`config.mk`:
```
export PLATFORM = sky130hd
export DESIGN_NAME = uart_tx_stream
export DESIGN_NICKNAME = d
export VERILOG_FILES = /design/src/rtl/uart_pkg.sv /design/src/rtl/uart_baud_gen.sv /design/src/rtl/uart_tx_stream.sv
export SDC_FILE = /design/constraint.sdc
export NUM_CORES = 1
export LEC_CHECK = 0
export ABC_CLOCK_PERIOD_IN_PS = 5150
export CORE_MARGIN = 2
export CORE_UTILIZATION = 39
export DETAILED_ROUTE_END_ITERATION = 7
export GPL_ROUTABILITY_DRIVEN = 0
export GPL_TIMING_DRIVEN = 0
export MAX_ROUTING_LAYER = met4
export PLACE_DENSITY = 0.6
export SYNTH_ARGS = -nofsm -noshare
export SYNTH_HDL_FRONTEND = slang
export SYNTH_SLANG_ARGS = --single-unit
```
`constraint.sdc`:
```
create_clock -name clk -period 5.15 [get_ports clk]
set_input_delay 0.7725 -clock clk [delete_from_list [all_inputs] [get_ports clk]]
set_output_delay 0.7725 -clock clk [all_outputs]
set_load 0.01 [all_outputs]
```
`src/rtl/uart_pkg.sv`:
```
// Shared definitions for the UART transmitter: FSM encoding, parity
// selector constants and a small elaboration-time helper.
package uart_pkg;

    typedef enum logic [2:0] {
        ST_IDLE  = 3'd0,
        ST_START = 3'd1,
        ST_DATA  = 3'd2,
        ST_PAR   = 3'd3,
        ST_STOP  = 3'd4,
        ST_GAP   = 3'd5
    } uart_state_t;

    localparam int PAR_NONE = 0;
    localparam int PAR_ODD  = 1;
    localparam int PAR_EVEN = 2;

    // Largest of three values, used to size the per-phase bit index.
    function automatic int max3(input int a, input int b, input int c);
        int m;
        m = (a > b) ? a : b;
        return (m > c) ? m : c;
    endfunction

endpackage

```
`src/rtl/uart_baud_gen.sv`:
```
// Bit-period divider: o_tick marks the last clock of every bit period,
// o_pre_tick the clock before it. i_restart aligns a new bit period to
// the next clock so a frame's start bit gets a full CLKS_PER_BIT cycles.
module uart_baud_gen #(
    parameter int CLKS_PER_BIT = 10
) (
    input  logic clk,
    input  logic rst,
    input  logic i_restart,
    output logic o_tick,
    output logic o_pre_tick
);

    localparam int CNT_W = (CLKS_PER_BIT > 1) ? $clog2(CLKS_PER_BIT) : 1;
    localparam logic [CNT_W-1:0] LAST = CNT_W'(CLKS_PER_BIT - 1);
    localparam logic [CNT_W-1:0] PRE  = CNT_W'((CLKS_PER_BIT > 1) ? CLKS_PER_BIT - 2 : 0);

    logic [CNT_W-1:0] r_cnt;

    // Free-running modulo-CLKS_PER_BIT counter, zeroed on restart.
    always_ff @(posedge clk or posedge rst) begin
        if (rst) begin
            r_cnt <= '0;
        end else if (i_restart || (r_cnt == LAST)) begin
            r_cnt <= '0;
        end else begin
            r_cnt <= r_cnt + 1'b1;
        end
    end

    assign o_tick     = (r_cnt == LAST);
    // With a one-cycle bit there is no "cycle before the tick".
    assign o_pre_tick = (CLKS_PER_BIT > 1) && !i_restart && (r_cnt == PRE);

endmodule

```
`src/rtl/uart_tx_stream.sv`:
```
// UART transmitter with a stream input (valid/ready) and a built-in
// incrementing test-pattern source. Frame: start, DATA_BITS LSB first,
// optional parity, STOP stop bits, then GAP_BITS idle bit-times.
module uart_tx_stream
    import uart_pkg::*;
#(
    parameter int CLK_FREQ_HZ = 33330000,
    parameter int BAUD_RATE   = 115200,
    parameter int DATA_BITS   = 8,
    parameter int PARITY      = 0,
    parameter int STOP        = 1,
    parameter int GAP_BITS    = 0
) (
    input  logic                 clk,
    input  logic                 rst,
    input  logic                 mode,
    input  logic                 enable,
    input  logic [DATA_BITS-1:0] s_data,
    input  logic                 s_valid,
    output logic                 s_ready,
    output logic                 serial_tx,
    output logic                 busy,
    output logic                 frame_done,
    output logic [15:0]          byte_count
);

    localparam int  CLKS_PER_BIT = CLK_FREQ_HZ / BAUD_RATE;
    localparam int  MAX_BITS     = max3(DATA_BITS, STOP, GAP_BITS);
    localparam int  IDX_W        = $clog2(MAX_BITS + 1);
    localparam bit  HAS_PAR      = (PARITY != PAR_NONE);
    localparam bit  HAS_GAP      = (GAP_BITS > 0);

    localparam logic [IDX_W-1:0] LAST_DATA = IDX_W'(DATA_BITS - 1);
    localparam logic [IDX_W-1:0] LAST_STOP = IDX_W'(STOP - 1);
    localparam logic [IDX_W-1:0] LAST_GAP  = IDX_W'(HAS_GAP ? GAP_BITS - 1 : 0);

    uart_state_t            r_state;
    logic [IDX_W-1:0]       r_idx;
    logic [DATA_BITS-1:0]   r_shift;
    logic                   r_par;
    logic                   r_tx;
    logic                   r_final;
    logic                   r_frame_done;
    logic [15:0]            r_count;
    logic [DATA_BITS-1:0]   r_pattern;
    logic                   r_pat_frame;

    logic                   w_tick;
    logic                   w_pre_tick;
    logic                   w_start;
    logic [DATA_BITS-1:0]   w_load;

    // Parity bit making the total count of ones odd or even.
    function automatic logic parity_of(input logic [DATA_BITS-1:0] d);
        return (PARITY == PAR_ODD) ? ~^d : ^d;
    endfunction

    // Frame counter that sticks at all-ones instead of wrapping.
    function automatic logic [15:0] sat_inc(input logic [15:0] c);
        return (c == 16'hFFFF) ? c : c + 16'd1;
    endfunction

    // True for the (state, index) pair that is the very last bit-time of
    // a frame: the last gap bit when a gap exists, else the last stop bit.
    function automatic logic is_final(input uart_state_t st, input logic [IDX_W-1:0] idx);
        if (HAS_GAP) begin
            return (st == ST_GAP) && (idx == LAST_GAP);
        end
        return (st == ST_STOP) && (idx == LAST_STOP);
    endfunction

    // mode/enable only matter here because s_ready and w_start are gated
    // by ST_IDLE; a frame in flight never looks at them.
    assign s_ready    = !rst && (r_state == ST_IDLE) && !mode;
    assign w_start    = (r_state == ST_IDLE) && (mode ? enable : s_valid);
    assign w_load     = mode ? r_pattern : s_data;
    assign busy       = (r_state != ST_IDLE);
    assign serial_tx  = r_tx;
    assign byte_count = r_count;
    // With one-cycle bits the final bit-time is a single cycle, so the
    // final-bit flag itself is the pulse; otherwise it is pre-registered
    // from the cycle before the last tick.
    assign frame_done = (CLKS_PER_BIT == 1) ? r_final : r_frame_done;

    uart_baud_gen #(
        .CLKS_PER_BIT (CLKS_PER_BIT)
    ) u_baud (
        .clk        (clk),
        .rst        (rst),
        .i_restart  (w_start),
        .o_tick     (w_tick),
        .o_pre_tick (w_pre_tick)
    );

    // Frame payload: latched at acceptance, shifted out LSB first.
    always_ff @(posedge clk) begin
        if (w_start) begin
            r_shift <= w_load;
            r_par   <= parity_of(w_load);
        end else if (w_tick && ((r_state == ST_START) || (r_state == ST_DATA))) begin
            r_shift <= r_shift >> 1;
        end
    end

    // Frame sequencer: walks the line bits one baud tick at a time and
    // registers the line level, frame-end pulse and counters.
    always_ff @(posedge clk or posedge rst) begin
        if (rst) begin
            r_state      <= ST_IDLE;
            r_idx        <= '0;
            r_tx         <= 1'b1;
            r_final      <= 1'b0;
            r_frame_done <= 1'b0;
            r_count      <= 16'd0;
            r_pattern    <= DATA_BITS'(1);
            r_pat_frame  <= 1'b0;
        end else begin
            r_frame_done <= r_final && w_pre_tick;
            case (r_state)
                ST_IDLE: begin
                    if (w_start) begin
                        r_state     <= ST_START;
                        r_tx        <= 1'b0;
                        r_idx       <= '0;
                        r_pat_frame <= mode;
                    end
                end
                ST_START: begin
                    if (w_tick) begin
                        r_state <= ST_DATA;
                        r_tx    <= r_shift[0];
                        r_idx   <= '0;
                    end
                end
                ST_DATA: begin
                    if (w_tick) begin
                        if (r_idx == LAST_DATA) begin
                            r_idx <= '0;
                            if (HAS_PAR) begin
                                r_state <= ST_PAR;
                                r_tx    <= r_par;
                            end else begin
                                r_state <= ST_STOP;
                                r_tx    <= 1'b1;
                                r_final <= is_final(ST_STOP, '0);
                            end
                        end else begin
                            r_idx <= r_idx + 1'b1;
                            r_tx  <= r_shift[0];
                        end
                    end
                end
                ST_PAR: begin
                    if (w_tick) begin
                        r_state <= ST_STOP;
                        r_tx    <= 1'b1;
                        r_idx   <= '0;
                        r_final <= is_final(ST_STOP, '0);
                    end
                end
                ST_STOP: begin
                    if (w_tick) begin
                        if (r_idx != LAST_STOP) begin
                            r_idx   <= r_idx + 1'b1;
                            r_final <= is_final(ST_STOP, r_idx + 1'b1);
                        end else if (HAS_GAP) begin
                            r_state <= ST_GAP;
                            r_idx   <= '0;
                            r_final <= is_final(ST_GAP, '0);
                        end else begin
                            r_state <= ST_IDLE;
                            r_idx   <= '0;
                            r_final <= 1'b0;
                            r_count <= sat_inc(r_count);
                            if (r_pat_frame) begin
                                r_pattern <= r_pattern + 1'b1;
                            end
                        end
                    end
                end
                ST_GAP: begin
                    if (w_tick) begin
                        if (r_idx != LAST_GAP) begin
                            r_idx   <= r_idx + 1'b1;
                            r_final <= is_final(ST_GAP, r_idx + 1'b1);
                        end else begin
                            r_state <= ST_IDLE;
                            r_idx   <= '0;
                            r_final <= 1'b0;
                            r_count <= sat_inc(r_count);
                            if (r_pat_frame) begin
                                r_pattern <= r_pattern + 1'b1;
                            end
                        end
                    end
                end
                default: begin
                    r_state <= ST_IDLE;
                    r_tx    <= 1'b1;
                    r_final <= 1'b0;
                end
            endcase
        end
    end

endmodule

```
==> reports/qor.yml, run 1 <==
run_status: "completed"
synth-async-reset-ratio_pct: 84.6
layout.nets: 336
layout.cells.most_common_list: "dfrtp_1, clkdlybuf4s50_1, nand2_1"
worst_hold_path.endpoint: "r_pattern[7]$_DFFE_PP0P_"
ys_ff_latch: 52
fp-row-count: 30
top_cell_family_by_delay_on_the_critical_path: "buffers and inverters"
critical_path.reg2reg.endpoint: "r_shift[0]$_DFFE_PP_"
leakage_nw: 1.48
rsz0062_at_grt: "no"
total_routing_resource_utilization_after_global_routing_pct: 16.9
r2r.worst_path.cells: 6
ff2ff_setup_slack_ns: 2.69
max_freq_mhz: 309
worst_skew_pair.late_latency_ns: 0.31
global_route.overflow_total: 0
final.hold.worst_slack_ns: 0.477
initial_utilization_pct: 40.8
cts_tree: "done"
synth_cell_type_count: 48
holdCritPathClass: "reg -> reg"
antenna_found_initial: 0
drc_errors: 0
post_cts_resized: 0
avgRoutedWirePerCell_um: 14.1
core_region_area_sq_mm: 0.00691
vertical_die_dimension_um: 89.0
cts_num_sinks: 52
post_synth_instance_area_sq_mm: 0.00282
grt_start_max_net_pins: 40
clkSlewWorstSetupHoldPaths_ns: 0.10
hold-path-cell-count: 1
report.final.slew_viol_count: 0
post_route_cells_drive_above_1_share_pct: 6.31
grt_first_pass_wirelength_mm: 10.1
finalSetupTns_ns: 0
power_density_mw_per_mm2: 215
wirelength_mm: 5.82
arrival_ns: 2.46
crit_path_frequent_cell: "clkdlybuf4s50_1"
cap_violations: 0
tightest_slew_ns: 0.804
design.die.area_sq_mm: 0.00792
minimum_clock_period_after_layout_ns: 3.24
area.growth.synth_to_final_pct: 20.3
route.vias.total: 2136
synth_cells: 276
r2r_start: "u_baud.r_cnt[0]$_DFF_PP0_"
syn_area_per_cell_sq_um: 10.2
mostFrequentLayoutCell: "dfrtp_1"
finClkSkew_ns: 0.00831
worstSetupStartpoint: "mode"
ir_drop_v: 0.0000861
place.detailed.hpwl_mm: 4.19
post_drt_via_cell_ratio: 5.17
crit_type: "in -> out"
ioPinCount: 33
cts_max_path_buffers: 2
antenna_cells_inserted: 0
yosys_most_used_dff: "dfrtp_1"
slowest_stage: "buf_1"
numCtsBuffers: 5
hold_buffers: 0
report.final.setup_viol: 0
worst_path_bufs_invs: 3
drtPass1Iterations: 5
slew-limit-headroom_pct: 46.4
io_buffers: 32
die_width_um: 89.0
final_antenna_net_count: 0
maximum_level_of_the_cts_h_tree: 2
worst-endpoint-required_ns: 4.38
cts_root_buf: "clkbuf_8"
postLayoutSetupSlackWorst_ns: 1.91
path_max_fanout: 10
first_drt_iteration_drcs: 81
post-cts-setup-buffers: 0
place_ws_ns: 1.90
synth_fp_nets: 296
first_global_vias: 2113
final_hold_viol_count: 0
ys_seq_area_share_pct: 47.7
worstPathCellList: "clkdlybuf4s50_1 -> buf_1 -> nor3_1 -> clkdlybuf4s50_1"
critical_path.endpoint_type: "output pin"
synth_enable_flop_cells: 8
post-synth-top-area-fraction_pct: 37.3
yosys-top-cells-area: "dfrtp_1, edfxtp_1, xor2_1, mux2i_1, nand2_1"
min_from: "r_pattern[7]$_DFFE_PP0P_"
ys_warn_count: 0
critical-path-max-stage-delay_ns: 0.54
final_min_period_over_clock_period_pct: 62.8
timing.critical_path.from_type: "input port"
synth_area_leader_cell: "dfrtp_1"
-- kinds of logic (layout without fill, tap and decap cells) --
| logic type | count (synthesis) | after routing | share of synthesized area [%] |
|---|---|---|---|
| buf+inv | 23 | 64 | 3.64 |
| simple gates | 116 | 116 | 23.4 |
| flops | 52 | 52 | 47.7 |
| mux | 14 | 14 | 5.11 |
| xor+xnor | 31 | 31 | 9.64 |
| compound gates | 33 | 33 | 7.37 |
| fa+ha+maj | 7 | 7 | 3.11 |
-- layout make-up --
cell class	instances	area (sq um)
fillers	676	3520
inverters	11	41.3
clock buffers	5	68.8
flip-flops and latches	52	1340
plain buffers	12	61.3
repair buffers	33	340
multi-input cells	201	1370
clock inverters	3	42.5
well taps	96	120
-- stage by stage --
step                total power (W)  cell area, sq um  utilization [%]  cells
finish                     0.000729              3390             49.1    413
global route               0.000760              3390             49.1    413
CTS                        0.000738              3390             49.1    413
detailed placement         0.000452              3280             47.4    405
global placement           0.000450              3260             47.2    404
floorplan                  0.000437              2820                -    276
-- cells in the mapped netlist, types with 2 or more instances --
library cell  instances
and2_1                4
dfstp_2               2
a22o_1                2
nand4b_1              2
nor2_1               17
nand2b_1              2
ha_1                  7
dfrtp_1              42
nor3b_1               6
and4_1                3
o21ai_0              11
nand3_1              11
nor4_1                7
xor2_1               23
xnor2_1               8
nand4_1               9
mux2i_1              11
nor4b_1               5
inv_1                11
edfxtp_1              8
nor3_1               11
and3_1                4
mux2_2                3
a22oi_1               2
a21oi_1               9
nand2_1              26
clkbuf_1              8
buf_6                 2
-- sequential cells by signal, summed over array words and instances (netlist names) --
signal        flops
r_shift           8
r_idx             4
serial_tx         1
r_final           1
u_baud.r_cnt      9
byte_count       16
r_pat_frame       1
r_pattern         8
frame_done        1
r_state           3
-- where the power goes --
part | total (W) | leakage (nW) | internal (W) | switching [W]
clock network | 0.000285 | 0.0541 | 0.000144 | 0.000141
registers | 0.000417 | 0.638 | 0.000416 | 0.000000390
logic | 0.0000267 | 0.784 | 0.0000133 | 0.0000133
total | 0.000729 | 1.48 | 0.000574 | 0.000155
-- per-layer routing --
metal,part of all wire [%],up-vias,GRT usage [%]
met3,4.6,8,2.77
li1,-,1071,-
met1,51,1006,23.3
met4,1.6,0,6.11
met5,0,-,-
met2,43,51,25.3
-- worst max-delay path by stage --
stage	cells after the start	to	slack (ns)
2_1_floorplan	2	s_ready	2.99
3_3_place_gp	4	s_ready	1.92
3_5_place_dp	4	s_ready	1.90
4_1_cts	4	s_ready	1.90
5_1_grt	4	s_ready	1.79
6_report	4	s_ready	1.91
(Power assumes the default switching activity.)
==> inputs of run 2 (changes only) <==
--- a/config.mk
+++ b/config.mk
@@ -5,7 +5,7 @@
 export SDC_FILE = /design/constraint.sdc
 export NUM_CORES = 1
 export LEC_CHECK = 0
-export ABC_CLOCK_PERIOD_IN_PS = 5150
+export ABC_CLOCK_PERIOD_IN_PS = 3000
 export CORE_MARGIN = 2
 export CORE_UTILIZATION = 39
 export DETAILED_ROUTE_END_ITERATION = 7
==> constraint.sdc (replaced) <==
create_clock -name clk -period 3 [get_ports clk]
set_input_delay 0.45 -clock clk [delete_from_list [all_inputs] [get_ports clk]]
set_output_delay 0.45 -clock clk [all_outputs]
set_load 0.01 [all_outputs]
==> results of run 2 <==
The final DEF is identical to that of run 1. Status: completed.
Main changes from that run: setup slack after placement 1.90 ns -> 0.394 ns; setup slack after layout 1.91 ns -> 0.406 ns; hold slack 0.477 ns -> 0.371 ns; start point of the critical path mode -> r_state[0]$_DFFE_PP0P_; register-to-register setup slack 2.69 ns -> 0.54 ns; total power 0.000729 W -> 0.00125 W; worst IR drop on VDD 0.0000861 V -> 0.000148 V
==> RTL change (config.mk and constraints of run 2) <==
Set the parameter `CLK_FREQ_HZ` to 133320000 (it was 33330000).
--- a/src/rtl/uart_tx_stream.sv
+++ b/src/rtl/uart_tx_stream.sv
@@ -4,7 +4,7 @@
 module uart_tx_stream
     import uart_pkg::*;
 #(
-    parameter int CLK_FREQ_HZ = 33330000,
+    parameter int CLK_FREQ_HZ = 133320000,
     parameter int BAUD_RATE   = 115200,
     parameter int DATA_BITS   = 8,
     parameter int PARITY      = 0,
Function: no difference found for any inputs over 10 cycles, from zero or initial values and one cycle with rst high; that may be too few to reach the edited logic, so the function may still have changed.
==> RTL change against run 2 <==
Maximum frequency is 4.1% lower. Sequential share of layout area is 1.1 points higher. Power grew 3.9%. Synthesized area grew 0.89%. Non-clock buffer count decreased by 3. Sequential cell count increased by 2. Wire length down 5.1%. First-iteration DRC count down 25%. Worst setup slack lost 110 ps. Cell area increased by 0.89%. Clock skew decreased by 5.0 ps. Largest cell class is now registers. Highest routed layer unchanged.
==> RTL change: results (changes against run 2) <==
metric,value,unit,change
ranking of synthesized cells by area,"dfrtp_1 (39%), edfxtp_1 (8.5%), xnor2_1 (6.2%)",,
IO buf count,32,,unchanged
outcome,completed,,
CP max stage cell,a211oi_1,,
syn nets,298,,+0.68%
Filler cells,682,,+0.89%
global-route wire length before repair,9760,um,-3.5%
Unique masters post-synth,45,,-6.3%
Worst Tran Pin Value,1200,ps,+400 ps
Crit path largest cell delay,990,ps,+430 ps
"top cells by count, synth","dfrtp_1 (44), nor2_1 (33), xnor2_1 (20), nand2_1 (19), a21oi_1 (18)",,
Clock Path Buffers,2,,unchanged
max FFs per register,16,,unchanged
Synth warnings,0,,unchanged
Nets,338,,+0.60%
Root Driver,clkbuf_8,,
crit-path leading delay family,compound AO/OA/AOI/OAI gates,,
peak supply drop,271,uV,+83%
CP arrival,2650,ps,+510 ps
cts bufs inserted,5,,unchanged
dominant synthesized flop cell,dfrtp_1,,
DR pass1 iterations,4,,-1
number of synthesized flops with an enable pin,8,,unchanged
"Seq/Total Area, Yosys",49.1,%,+1.3 points
Total Wirelength,5530,um,-5.1%
Async SR Flop Fraction,85.2,%,+0.57 points
H-tree depth,2,,unchanged
ANT cells,0,,unchanged
pin count of the biggest net entering global routing,37,,-7.5%
worst hold path class,input port to asynchronous set/reset pin,,
Final Skew,3.32,ps,-4.99 ps
# resized after CTS,0,,unchanged
flop-to-flop setup slack,290,ps,-250 ps
Final HPWL DP,4150,um,-1.1%
worst hold margin,403,ps,+32.1 ps
Lkg Pwr,1.42,nW,-3.9%
Critical Path Fanout Max,8,,unchanged
Worst-path clk slew,100,ps,about the same
via count,2113,,-1.1%
share of layout cells above drive strength 1,8.46,%,+2.2 points
initial antenna violation count,0,,unchanged
initial DRC count,61,,-25%
gr usage total,16.3,%,-0.66 points
vias in the first global route,2042,,-3.4%
-- RTL change: cell types whose count changed in the layout (fill, tap and decap cells not counted), moves of 7 or more --
cell and delta:
xor2_1 -13, a21oi_1 +9, nor2_1 +16, nand4_1 +7
xnor2_1 +12, nand2_1 -7
-- RTL change: final cells by class --
type	count	area (sq um)	area share, %
tap	99	124	3.62
inverter	12	45.0	1.32
timing repair buffer	33	340	9.96
buffer	9	47.5	1.39
multi-input combinational	203	1360	39.6
clock buffer	5	68.8	2.01
sequential	54	1390	40.8
clock inverter	3	43.8	1.28
-- RTL change: metrics by stage --
step	power, mW	instances	cell area [sq um]	worst slack (ps)	utilization [%]
2_1_floorplan	0.788	278	2840	699	-
4_1_cts	1.32	418	3420	239	47.9
5_1_grt	1.35	418	3420	78.9	47.9
3_5_place_dp	0.817	410	3310	265	46.3
6_report	1.30	418	3420	294	47.9
3_3_place_gp	0.813	409	3290	275	46.0
-- RTL change: cells by family (layout without fill, tap and decap cells) --
kind of cell	count (synthesis)	count (layout)	share of synthesized area, %
AND/OR/NAND/NOR	114	114	22.6
flip-flops	54	54	49.1
AO/OA/AOI/OAI	39	39	8.01
XOR/XNOR	30	30	9.25
buffers and inverters	21	62	3.26
multiplexers	13	13	4.76
adder cells (fa/ha/maj)	7	7	3.08
-- RTL change: report_power, final --
| part | internal (mW) | leakage [nW] | total (mW) | switching, mW |
|---|---|---|---|---|
| Sequential | 0.744 | 0.677 | 0.748 | 0.00454 |
| Clock | 0.250 | 0.0585 | 0.500 | 0.249 |
| Combinational | 0.0267 | 0.682 | 0.0523 | 0.0256 |
-- RTL change: final timing paths --
kind / cells after the start / to / startpoint
setup reg to reg: 5 / r_shift[4]$_DFFE_PP_ / u_baud.r_cnt[4]$_DFF_PP0_
setup / recovery: 5 / r_shift[4]$_DFFE_PP_ / u_baud.r_cnt[4]$_DFF_PP0_
min in group clk: 1 / r_pattern[7]$_DFFE_PP0P_ / r_pattern[7]$_DFFE_PP0P_
hold reg to reg: 1 / r_pattern[7]$_DFFE_PP0P_ / r_pattern[7]$_DFFE_PP0P_
hold / removal: 2 / r_idx[3]$_DFFE_PP0P_ / rst
max in group asynchronous: 3 / r_pattern[0]$_DFFE_PP1P_ / rst
-- RTL change: per-layer routing --
layer  global-route usage (%)  vias up  share of wire [%]
met5                        -        -                  0
li1                         -     1066                  -
met4                     6.51        0                1.8
met1                     21.7     1004                 50
met2                     24.6       36                 45
met3                     2.86        7                3.0
